**src/rtl/input_event_buffer.sv**
```systemverilog
// Multi-channel input-code buffer: bus writes push codes into per-channel FIFOs; heads retire on slow ticks.
// Latency: push visible on key_out one edge after the write; readdata valid one edge after read.
// Backpressure: none; a push to a full channel without a same-cycle pop is dropped and sets a sticky overflow flag.
module input_event_buffer #(
   parameter int DATA_W     = 8,
   parameter int NUM_CH     = 4,
   parameter int DEPTH      = 4,
   parameter int HOLD_TICKS = 1,
   parameter int ADDR_W     = 3
) (
   input  logic                     CLOCK50M,
   input  logic                     RESET_N,
   input  logic                     clock10h,
   input  logic                     write,
   input  logic                     read,
   input  logic [ADDR_W-1:0]        address,
   input  logic [DATA_W-1:0]        user_input,
   output logic [DATA_W-1:0]        readdata,
   output logic [NUM_CH*DATA_W-1:0] key_out,
   output logic [NUM_CH-1:0]        key_valid
);

   localparam int                PTR_W     = $clog2(DEPTH);
   localparam logic [ADDR_W-1:0] A_FLUSH   = ADDR_W'(NUM_CH);
   localparam logic [ADDR_W-1:0] A_OVF     = ADDR_W'(NUM_CH + 1);
   localparam logic [PTR_W:0]    FULL_CNT  = (PTR_W + 1)'(DEPTH);
   localparam logic [7:0]        HOLD_LAST = 8'(HOLD_TICKS - 1);

   logic [DATA_W-1:0] mem [NUM_CH][DEPTH];
   logic [PTR_W-1:0]  wr_ptr [NUM_CH];
   logic [PTR_W-1:0]  rd_ptr [NUM_CH];
   logic [PTR_W:0]    cnt [NUM_CH];
   logic [7:0]        hold_cnt [NUM_CH];
   logic [DATA_W-1:0] head [NUM_CH];

   logic [NUM_CH-1:0] ovf;
   logic [NUM_CH-1:0] empty;
   logic [NUM_CH-1:0] full;
   logic [NUM_CH-1:0] push_req;
   logic [NUM_CH-1:0] push_ok;
   logic [NUM_CH-1:0] pop;
   logic [NUM_CH-1:0] flush;
   logic [NUM_CH-1:0] ovf_set;
   logic [NUM_CH-1:0] ovf_clr;

   logic              clock10h_q;
   logic              tick_rise;
   logic [DATA_W-1:0] rd_next;
   logic [DATA_W-1:0] status;

   // One pop opportunity per rising edge of the slow tick, however long it stays high.
   assign tick_rise = clock10h & ~clock10h_q;

   // Per-channel decode: flush beats tick, a pop frees the slot for a same-cycle push into a full channel.
   always_comb begin
      empty    = '0;
      full     = '0;
      push_req = '0;
      push_ok  = '0;
      pop      = '0;
      flush    = '0;
      ovf_set  = '0;
      ovf_clr  = '0;
      for (int i = 0; i < NUM_CH; i++) begin
         head[i]     = '0;
         empty[i]    = (cnt[i] == '0);
         full[i]     = (cnt[i] == FULL_CNT);
         if (!empty[i]) head[i] = mem[i][rd_ptr[i]];
         push_req[i] = write && (address == ADDR_W'(i));
         flush[i]    = write && (address == A_FLUSH) && user_input[i];
         ovf_clr[i]  = write && (address == A_OVF) && user_input[i];
         pop[i]      = tick_rise && !empty[i] && (hold_cnt[i] == HOLD_LAST) && !flush[i];
         push_ok[i]  = push_req[i] && (!full[i] || pop[i]);
         ovf_set[i]  = push_req[i] && full[i] && !pop[i];
      end
   end

   // Read mux: channel heads, then packed full/empty status, then overflow flags.
   always_comb begin
      rd_next = '0;
      status  = '0;
      status[NUM_CH-1:0]          = empty;
      status[2*NUM_CH-1 -: NUM_CH] = full;
      for (int i = 0; i < NUM_CH; i++) begin
         if (address == ADDR_W'(i)) rd_next = head[i];
      end
      if (address == A_FLUSH) rd_next = status;
      if (address == A_OVF)   rd_next[NUM_CH-1:0] = ovf;
   end

   // Output packing comes from registered state only.
   always_comb begin
      key_out   = '0;
      key_valid = ~empty;
      for (int i = 0; i < NUM_CH; i++) begin
         key_out[i*DATA_W +: DATA_W] = head[i];
      end
   end

   // FIFO storage; no reset needed since heads are masked by the count.
   always_ff @(posedge CLOCK50M) begin
      for (int i = 0; i < NUM_CH; i++) begin
         if (push_ok[i]) mem[i][wr_ptr[i]] <= user_input;
      end
   end

   // Pointers, counts, hold counters, overflow flags, tick history and read data.
   always_ff @(posedge CLOCK50M or negedge RESET_N) begin
      if (!RESET_N) begin
         clock10h_q <= 1'b0;
         readdata   <= '0;
         ovf        <= '0;
         for (int i = 0; i < NUM_CH; i++) begin
            wr_ptr[i]   <= '0;
            rd_ptr[i]   <= '0;
            cnt[i]      <= '0;
            hold_cnt[i] <= '0;
         end
      end else begin
         clock10h_q <= clock10h;
         if (read) readdata <= rd_next;
         for (int i = 0; i < NUM_CH; i++) begin
            ovf[i] <= (ovf[i] & ~ovf_clr[i]) | ovf_set[i];
            if (flush[i]) begin
               wr_ptr[i]   <= '0;
               rd_ptr[i]   <= '0;
               cnt[i]      <= '0;
               hold_cnt[i] <= '0;
            end else begin
               if (push_ok[i]) wr_ptr[i] <= wr_ptr[i] + 1'b1;
               if (pop[i])     rd_ptr[i] <= rd_ptr[i] + 1'b1;
               if (push_ok[i] && !pop[i])      cnt[i] <= cnt[i] + 1'b1;
               else if (!push_ok[i] && pop[i]) cnt[i] <= cnt[i] - 1'b1;
               if (tick_rise && !empty[i]) begin
                  hold_cnt[i] <= pop[i] ? 8'd0 : hold_cnt[i] + 8'd1;
               end
            end
         end
      end
   end

endmodule
```
**config.mk**
```make
export PLATFORM = sky130hd
export DESIGN_NAME = input_event_buffer
export DESIGN_NICKNAME = d
export VERILOG_FILES = /design/src/rtl/input_event_buffer.sv
export SDC_FILE = /design/constraint.sdc
export NUM_CORES = 1
export LEC_CHECK = 0
export CAP_MARGIN = 15
export CORE_AREA = 2 2 160 115
export CTS_CLUSTER_SIZE = 30
export DETAILED_ROUTE_END_ITERATION = 16
export DIE_AREA = 0 0 162 117
export PLACE_DENSITY = 0.74
export SYNTH_ARGS = -nofsm -noshare
export SYNTH_HDL_FRONTEND = slang
export SYNTH_SLANG_ARGS = --single-unit
```
**constraint.sdc**
```tcl
create_clock -name CLOCK50M -period 3.3 [get_ports CLOCK50M]
set_input_delay 0.33 -clock CLOCK50M [delete_from_list [all_inputs] [get_ports CLOCK50M]]
set_output_delay 0.33 -clock CLOCK50M [all_outputs]
set_load 0.01 [all_outputs]
```
## Word level (Yosys, flattened, before mapping)

Memory sizes are Yosys's and may differ from the RTL's.
Index checks and enable logic that the tools add are counted.

- $add $sub $neg: 20
- Order comparisons: 12
- Equal/unequal tests: 9
- Muxes and demuxes: 87
- Bitwise operators: 23
- Reduce and logical (&&, ||, !) cells: 102

Operator list:

| operator | count |
|---|---|
| 32-bit two-way mux | 10 |
| 8-bit two-way mux | 33 |
| 32-bit OR reduction | 3 |
| 8-bit binary-select mux with 2-bit select | 4 |
| 8-bit demux with 2-bit select | 4 |
| 1-bit logical AND | 50 |
| 2-bit two-way mux | 19 |
| 3-bit two-way mux | 12 |
| 8-bit by 1-bit adder with 8-bit output, second input constant | 4 |
| 8-bit logical NOT | 4 |
| 3-bit >= comparator, second input constant | 8 |
| 2-bit inverter with 3-bit output | 8 |
| 2-bit nonzero test | 12 |
| 1-bit logical NOT | 20 |
| 3-bit == test, second input constant | 6 |
| 2-bit by 1-bit adder with 2-bit output, second input constant | 8 |
| 3-bit logical NOT | 5 |
| 3-bit by 1-bit adder with 3-bit output, second input constant | 4 |
| 3-bit by 1-bit < comparator with 1-bit output, second input constant | 4 |
| 3-bit nonzero test | 4 |
| 3-bit by 1-bit subtractor with 3-bit output, second input constant | 4 |
| 3-bit by 2-bit == test with 1-bit output, second input constant | 2 |
| 1-bit bitwise AND | 5 |
| 1-bit inverter | 5 |
| 6 further kinds | 15 |

- Flip-flop bits (word level): 73
- Bits in writable memories: 128
- Input port bits: 16
- Output and inout bits: 44
- Logic and storage cells: 273
- Memories: 1

Memories:

| name | depth | bits a word | rd ports | clocked after Yosys merged registers in | write ports | line | text |
|---|---|---|---|---|---|---|---|
| mem | 4 | 32 | 4 | 0 | 1 | 29 | `logic [DATA_W-1:0] mem [NUM_CH][DEPTH];` |

## Logic depth before layout (Yosys ltp)

Gate-level depths: netlist (run 1).

- Depth in word-level cells: 13
- Mapped depth: 11
- Mapped depth without buffers: 10

## Worst setup path before layout (run 1)

OpenSTA, ideal clock, no wires.

- Path type: register -> register
- From: register hold_cnt[0] in the netlist's numbering
- To: register cnt[2] in the netlist's numbering
- Library setup time: 0.140 ns
- Arrival time: 2.561 ns
- Required time: 3.160 ns
- Path slack: 0.598 ns
- Stages on the path, launching flop included: 11
- Buffers on the path: 0
- Clock period less this slack: 2.702 ns
- Cells stage by stage: dfrtp_1 -> inv_1 -> ha_1 -> or4b_4 -> nor4_4 -> nor2_1 -> fa_1 -> nand2b_1 -> mux2i_1 -> xnor2_1 -> o22ai_1

- Longest elaborated chain between the ends: 8
- Elaborated cells between the ends (all ways): 12
- Classes of those cells: mux (2); reduce/logical (10)

Ends and longest elaborated chain:

| what | line | text |
|---|---|---|
| start: declaration | 33 | `logic [7:0] hold_cnt [NUM_CH];` |
| start signal: indexed assignment | 135 | `hold_cnt[i] <= pop[i] ? 8'd0 : hold_cnt[i] + 8'd1;` |
| 8-bit logical NOT * | 72 | `pop[i] = tick_rise && !empty[i] && (hold_cnt[i] == HOLD_LAST) && !flush[i];` |
| 1-bit logical AND * (2 in a row) | 72 |  |
| 1-bit logical OR | 73 | `push_ok[i] = push_req[i] && (!full[i] \|\| pop[i]);` |
| 1-bit logical AND | 73 |  |
| 1-bit logical AND or 1-bit logical NOT (tied branches) | 132, 133 |  |
| 3-bit two-way mux or 1-bit logical AND (tied branches) | 132, 133 |  |
| 3-bit two-way mux or 3-bit nonzero test (tied branches) | - |  |
| end signal: indexed assignment | 132 | `if (push_ok[i] && !pop[i]) cnt[i] <= cnt[i] + 1'b1;` |
| end signal: indexed assignment | 133 | `else if (!push_ok[i] && pop[i]) cnt[i] <= cnt[i] - 1'b1;` |
| end: declaration | 32 | `logic [PTR_W:0] cnt [NUM_CH];` |

Mark *: on every way between the ends. The rest lies on a longest branch, timed or not.
A chain may end at the register's enable or synchronous reset.

## Final worst setup path (run 1)

- From: register rd_ptr[0] in the netlist's numbering
- To: output key_out[24]

- Longest elaborated chain between the ends: 5

Ends and longest elaborated chain:

| what | line | text |
|---|---|---|
| start: declaration | 31 | `logic [PTR_W-1:0] rd_ptr [NUM_CH];` |
| start signal: indexed assignment | 131 | `if (pop[i]) rd_ptr[i] <= rd_ptr[i] + 1'b1;` |
| 2-bit inverter with 3-bit output (implied by the code) | 68 | `if (!empty[i]) head[i] = mem[i][rd_ptr[i]];` |
| 8-bit binary-select mux with 2-bit select | 68 |  |
| 8-bit two-way mux (implied by the code) (2 in a row) | 68 |  |
| 8-bit two-way mux | 68 |  |
| end: declaration | 19 | `output logic [NUM_CH*DATA_W-1:0] key_out,` |

No other way between the ends. The select of a mux whose other input is x is not followed.

==> results of run 1 <==
registers in the layout, indices dropped and copies added, names as in the netlist:
| name | count |
|---|---|
| mem | 128 |
| wr_ptr | 8 |
| ovf | 4 |
| cnt | 12 |
| readdata | 8 |
| rd_ptr | 8 |
| hold_cnt | 32 |
| clock10h_q | 1 |
worst max-delay path by stage:
stage / start / endpoint / cells after the start
floorplan: hold_cnt[0]$_DFFE_PN0P_ / cnt[2]$_DFFE_PN0P_ / 10
global placement: address[0] / cnt[7]$_DFFE_PN0P_ / 8
detailed placement: write / cnt[8]$_DFFE_PN0P_ / 8
CTS: rd_ptr[0]$_DFFE_PN0P_ / key_out[27] / 3
global route: rd_ptr[0]$_DFFE_PN0P_ / key_out[27] / 3
finish: rd_ptr[0]$_DFFE_PN0P_ / key_out[24] / 3
cells by family (layout without fill, tap and decap cells):
group | count (synthesis) | after routing
mux | 40 | 40
fa+ha+maj | 28 | 28
buf+inv | 60 | 145
compound gates | 110 | 110
simple gates | 254 | 254
flops | 201 | 201
xor+xnor | 30 | 30
worst reg2reg max path, cell delays in order, from the launching register on:
cell and delay, ps:
dfrtp_1 410, inv_1 70, ha_1 140, or4b_4 490
nor4_4 440, nor2_1 150, fa_1 400, nand2b_1 150
mux2i_1 150, xnor2_1 140, o22ai_1 90
cell type report:
cell class,count,area [µm²],area share (%)
clock buffer,26,544.3,4.919
clock inverter,10,128.9,1.165
inverter,31,116.4,1.052
multi-input combinational,462,3578,32.34
sequential,201,5670,51.25
tap,236,295.3,2.669
timing repair buffer,78,730.7,6.604
power by group through the flow:
stage / combinational [mW] / sequential (mW) / clock [mW]
3_3_place_gp: 2.55 / 3.50 / 0
4_1_cts: 2.65 / 3.50 / 2.37
5_1_grt: 2.88 / 3.55 / 2.47
6_report: 2.65 / 3.50 / 2.34
2_1_floorplan: 1.73 / 3.30 / 0
3_5_place_dp: 2.64 / 3.54 / 0
metrics by stage:
step | area (µm²) | utilization, % | worst slack (ps)
2_1_floorplan | 9480 | - | 598.2
3_3_place_gp | 10390 | 59.23 | 501.2
3_5_place_dp | 10390 | 59.23 | 407.9
4_1_cts | 11060 | 63.07 | 393.9
5_1_grt | 11060 | 63.07 | 331.3
6_report | 11060 | 63.07 | 432.0
placed cells by master (no fill, tap or decap), types with 5 or more instances in the layout:
cell type,instances
a211oi_1,6
a21oi_1,26
a22oi_1,14
a31oi_1,6
and2_1,47
and3_1,14
buf_4,20
clkbuf_1,5
clkbuf_16,21
clkdlybuf4s50_1,58
dfrtp_1,73
edfxtp_1,128
ha_1,24
inv_1,31
mux2i_1,5
mux4_2,32
nand2_1,46
nand2b_1,6
nand3_1,21
nor2_1,52
nor2b_1,10
nor3_1,11
o211ai_1,7
o21ai_0,24
or3_1,8
xnor2_1,18
xor2_1,12
metal layers:
metal  up-vias  share of wire (%)
met3        42                6.8
met2       251                 47
met1      3160                 43
met5         -                  0
met4         0                3.0
li1       2816                  -
==> results by group, run 1 <==
Run status
  • Outcome: finished, violations left
  • Violated checks: hold timing

Floorplanning
  • Die ar.: 18950 µm²
  • Core Area: 17540 µm²
  • Vert. Die Dim: 117 µm
  • Row count: 41
  • Die width: 162 µm
  • Ports: 60
  • Initial Util: 54.04%

GRT
  • Vias in the first global route: 6109
  • GRT overflow: 0
  • GRT Resource Usage Total: 24.43%
  • Antenna violations before repair: 0
  • Largest net degree at the start of global routing: 74
  • Met1 GRT Util: 34.12%
  • Grt met2 use: 40.20%
  • GRT Max-Usage Layer: met2
  • Met3 usage: 4.158%
  • Global-route wire length before repair: 34870 µm

STA
  • RSZ-0062 raised after global routing: no
  • # setup viols final: 0
  • Slew HR: 34.42%
  • Slew of the pin with the lowest slew margin: 983.6 ps
  • Setup TNS: 0 ps
  • Min Tclk post-route: 2868 ps
  • Fin crit share: 86.91%
  • Hold Slack: -26.24 ps
  • Max-slew violations: 0
  • FMAX: 0.3487 GHz
  • Worst clock skew: 18.55 ps
  • Fin. Hold Viols: 17

Critical path
  • Cell family with most CP delay: flip-flops
  • Worst path cell trace: mux4_2, and2_1, clkdlybuf4s50_1
  • Max FO, Critical Path: 10
  • Reg-to-reg endpoint: cnt[2]$_DFFE_PN0P_
  • Crit path required time: 2970 ps
  • R2r startpoint: hold_cnt[0]$_DFFE_PN0P_
  • Flop-to-flop setup slack: 530 ps
  • Biggest cell delay along the critical path: 720 ps
  • Worst Setup Start Kind: register
  • R2r worst-path depth: 10
  • Worst setup EP type: output pin
  • Worst EP arrival: 2540 ps
  • Buffer and inverter count on the worst path: 1
  • Slowest-stage cell, CP: dfrtp_1
  • Crit Path Category: register to output pin

Yosys
  • Synth area leaders: edfxtp_1, dfrtp_1, mux4_2
  • Top FF cell, synth: edfxtp_1
  • Top cell type's share of synthesized area: 40.54%
  • Compound-Gate Fraction of Synth Area: 7.576%
  • Synth Cell Area: 9480 µm²
  • EDFF count, synth: 128
  • Synth cell types: 66
  • Largest area contributor in the netlist: edfxtp_1
  • Mapped Nets: 767
  • #FFs+latches synth: 201
  • Syn_area_per_cell: 13.11 µm²
  • Xor-xnor portion of the synthesized cell area: 2.772%
  • Synth Instances: 723
  • Most frequent cells after synthesis: edfxtp_1, dfrtp_1, nor2_1, and2_1, nand2_1
  • Post-Synth Simple-Gate Area: 14.90%
  • Post-synthesis mux area share: 8.486%
  • Top-count cell post-synth: edfxtp_1
  • Adder-cell share of the synthesized area: 4.012%
  • Sequential element share of the synthesized area: 59.81%
  • Combinational family with the most area after synthesis: simple AND/OR/NAND/NOR gates
  • Synth Warn #: 0
  • FFs w/ async S/R, synth: 36.32%

CTS
  • Post-cts resize count: 0
  • Clk root buf: clkbuf_16
  • Clock net sink count: 201
  • # Post-CTS Setup Buffers: 0
  • Insertion delay to the later sink of the worst-skew pair: 500 ps
  • Clock Path Buffers: 3
  • CTS tree: built
  • Hold buffer count at cts: 0
  • Clock transition at path regs: 60 ps
  • CTS H-tree lvls: 1
  • TritonCTS Buffers: 20

Detailed routing
  • Drt drc: 0
  • Initial DRC Count: 517
  • Via density: 6.005
  • Routed Antenna Nets: 0
  • Average wire per standard cell: 21.67 µm
  • DR pass1 iterations: 5
  • Drt total wl: 22620 µm
  • Via count: 6269

Power and ir drop
  • Combinational fraction of design power: 31.2%
  • VDD IR-drop max: 0.3794 mV
  • Static Leakage: 4.114 nW
  • P_sw: 2.707 mW
  • Tot Pwr: 8.489 mW
  • Sw Ratio: 31.89%
  • Clk pwr share: 27.6%
  • Sequential share of power: 41.2%
  • Pwr dens: 767.2 nW/µm²
  • Internal power: 5.782 mW

Finish
  • Share of cells above drive strength 1: 11.88%
  • Ant. Diodes: 0
  • Area growth, synth to finish: 16.71%
  • Final nets: 838
  • Post-Layout Cell Count: 1044
  • Fill cell count: 1312

Place
  • Hpwl dp: 16220 µm
  • Buffers on Ports: 59
  • Dpl cells: 1008
  • Placer Congestion: 0.8887

Worst hold path
  • Min-delay worst type: input port to asynchronous set/reset pin

Run
  • Max-cap violations: 0
Note: power is estimated with default switching activity, not from simulation.
==> run 2: changes to the inputs <==
CAP_MARGIN = 40   (was 15)
==> results by group, run 2 (synthesized netlist as in run 1, its figures left out) <==
Finish
  • Area growth, synth to finish: 17.38%
  • Ant. Diodes: 0
  • Share of cells above drive strength 1: 12.22%
  • Commonest cells after routing, fill and taps aside: edfxtp_1, dfrtp_1, clkdlybuf4s50_1
  • Largest register FFs: 128
  • Final nets: 840
  • Final core utilization: 63.43%
  • Commonest non-fill, non-tap cell in the layout: edfxtp_1

CTS
  • Clock transition at path regs: 70 ps
  • Post-cts resize count: 0
  • Clk root buf: clkbuf_16
  • Insertion delay to the later sink of the worst-skew pair: 500 ps
  • CTS H-tree lvls: 1
  • Clock net sink count: 201
  • CTS tree: built
  • Clock Path Buffers: 3
  • TritonCTS Buffers: 20

Floorplanning
  • Ports: 60
  • Row count: 41
  • Initial Util: 54.04%
  • Die ar.: 18950 µm²
  • Die width: 162 µm
  • Vert. Die Dim: 117 µm
  • Core Area: 17540 µm²

GRT
  • GRT Resource Usage Total: 24.79%
  • Antenna violations before repair: 0
  • Vias in the first global route: 6168
  • Largest net degree at the start of global routing: 66
  • Global-route wire length before repair: 35510 µm
  • GRT overflow: 0

Power and ir drop
  • Sw Ratio: 31.89%
  • Pwr dens: 773.0 nW/µm²
  • Sequential share of power: 40.7%
  • VDD IR-drop max: 0.3551 mV
  • Tot Pwr: 8.602 mW
  • Clk pwr share: 28.3%
  • Static Leakage: 4.139 nW
  • Internal power: 5.859 mW
  • P_sw: 2.744 mW
  • Combinational fraction of design power: 31.0%

Critical path
  • Worst Setup Start Kind: register
  • Slowest-stage cell, CP: dfrtp_1
  • Max FO, Critical Path: 10
  • Crit Path Category: register to output pin
  • Worst EP arrival: 2550 ps
  • Worst path cell trace: mux4_2, and2_1, clkdlybuf4s50_1
  • Worst setup EP type: output pin
  • Crit path required time: 2970 ps
  • Biggest cell delay along the critical path: 720 ps

STA
  • Post-route setup slack: 418.8 ps
  • Slew HR: 46.40%
  • Setup TNS: 0 ps
  • Fin crit share: 87.31%
  • Fin. Hold Viols: 0
  • Worst clock skew: 14.18 ps
  • Max-slew violations: 0
  • # setup viols final: 0
  • FMAX: 0.3471 GHz
  • Min Tclk post-route: 2881 ps
  • RSZ-0062 raised after global routing: no
  • Slew of the pin with the lowest slew margin: 804.0 ps

Detailed routing
  • Average wire per standard cell: 22.01 µm
  • Drt total wl: 23020 µm
  • Routed Antenna Nets: 0
  • Via density: 6.013
  • Via count: 6290
  • DR pass1 iterations: 5
  • Initial DRC Count: 556
  • Drt drc: 0

Place
  • Buffers on Ports: 59
  • Placer Congestion: 0.8887
  • Hpwl dp: 16350 µm
  • Pre-CTS setup slack: 381.5 ps

Run
  • Max-cap violations: 0

Worst hold path
  • Min-delay worst type: input port to asynchronous set/reset pin

Run status
  • Outcome: complete, no violations
==> run 2: cell types whose count changed in the layout (fill, tap and decap cells not counted), sizes merged <==
cell | previous run | this run
buf | 20 | 21
clkinv | 5 | 4
dlygate4sd3 | 0 | 1
clkbuf | 26 | 24
bufinv | 3 | 4
clkinvlp | 2 | 4
==> run 2: worst paths after layout <==
check	startpoint	slack [ps]	end	cells past startpoint
worst max-delay path	rd_ptr[0]$_DFFE_PN0P_	420	key_out[27]	3
worst min-delay path	RESET_N	200	rd_ptr[3]$_DFFE_PN0P_	2
min in group CLOCK50M	clock10h	350	clock10h_q$_DFF_PN0_	1
worst min register to register	ovf[1]$_DFF_PN0_	480	ovf[1]$_DFF_PN0_	1
max in group asynchronous	RESET_N	2520	readdata[4]$_DFFE_PN0P_	3
worst max register to register	hold_cnt[0]$_DFFE_PN0P_	570	cnt[2]$_DFFE_PN0P_	10
==> run 2: cell type report <==
type,count,area [µm²]
fillers,1289,6416
flip-flops and latches,201,5670
multi-input cells,462,3578
repair buffers,80,768.2
clock buffers,24,536.8
well taps,236,295.3
clock inverters,12,162.7
inverters,31,116.4
==> run 2: metal layers <==
| metal | GRT usage (%) | vias to the layer above | routed length, µm |
|---|---|---|---|
| li1 | - | 2813 | - |
| met1 | 35.28 | 3184 | 9905 |
| met2 | 40.74 | 250 | 11000 |
| met3 | 4.369 | 43 | 1615 |
| met4 | 5.782 | 0 | 502 |
| met5 | 0 | - | 0 |
==> run 2: critical path, delay by kind of cell (launching register included) <==
family                 cells  cell delay, ps
AND/OR/NAND/NOR            1             230
buffers and inverters      1             490
multiplexers               1             610
flip-flops                 1             720
==> run 2: power groups by stage <==
| stage | registers (mW) | logic, mW | clock network (mW) |
|---|---|---|---|
| 3_5_place_dp | 3.54 | 2.65 | 0 |
| 6_report | 3.50 | 2.67 | 2.44 |
| 4_1_cts | 3.50 | 2.67 | 2.47 |
| 5_1_grt | 3.56 | 2.90 | 2.57 |
| 2_1_floorplan | 3.30 | 1.73 | 0 |
| 3_3_place_gp | 3.50 | 2.55 | 0 |
==> run 2: through the flow <==
step	instances	cell area, µm²	hold WS (ps)
6_report	1046	11130	203.3
5_1_grt	1046	11130	209.6
4_1_cts	1046	11130	200.2
3_5_place_dp	1009	10420	178.3
3_3_place_gp	1008	10390	468.3
2_1_floorplan	723	9480	34.41
==> run 2: repair_timing <==
action                                 CTS  global route
hold buffers                             1             0
endpoints found under the hold margin   73             0
buffers inserted                         0             0
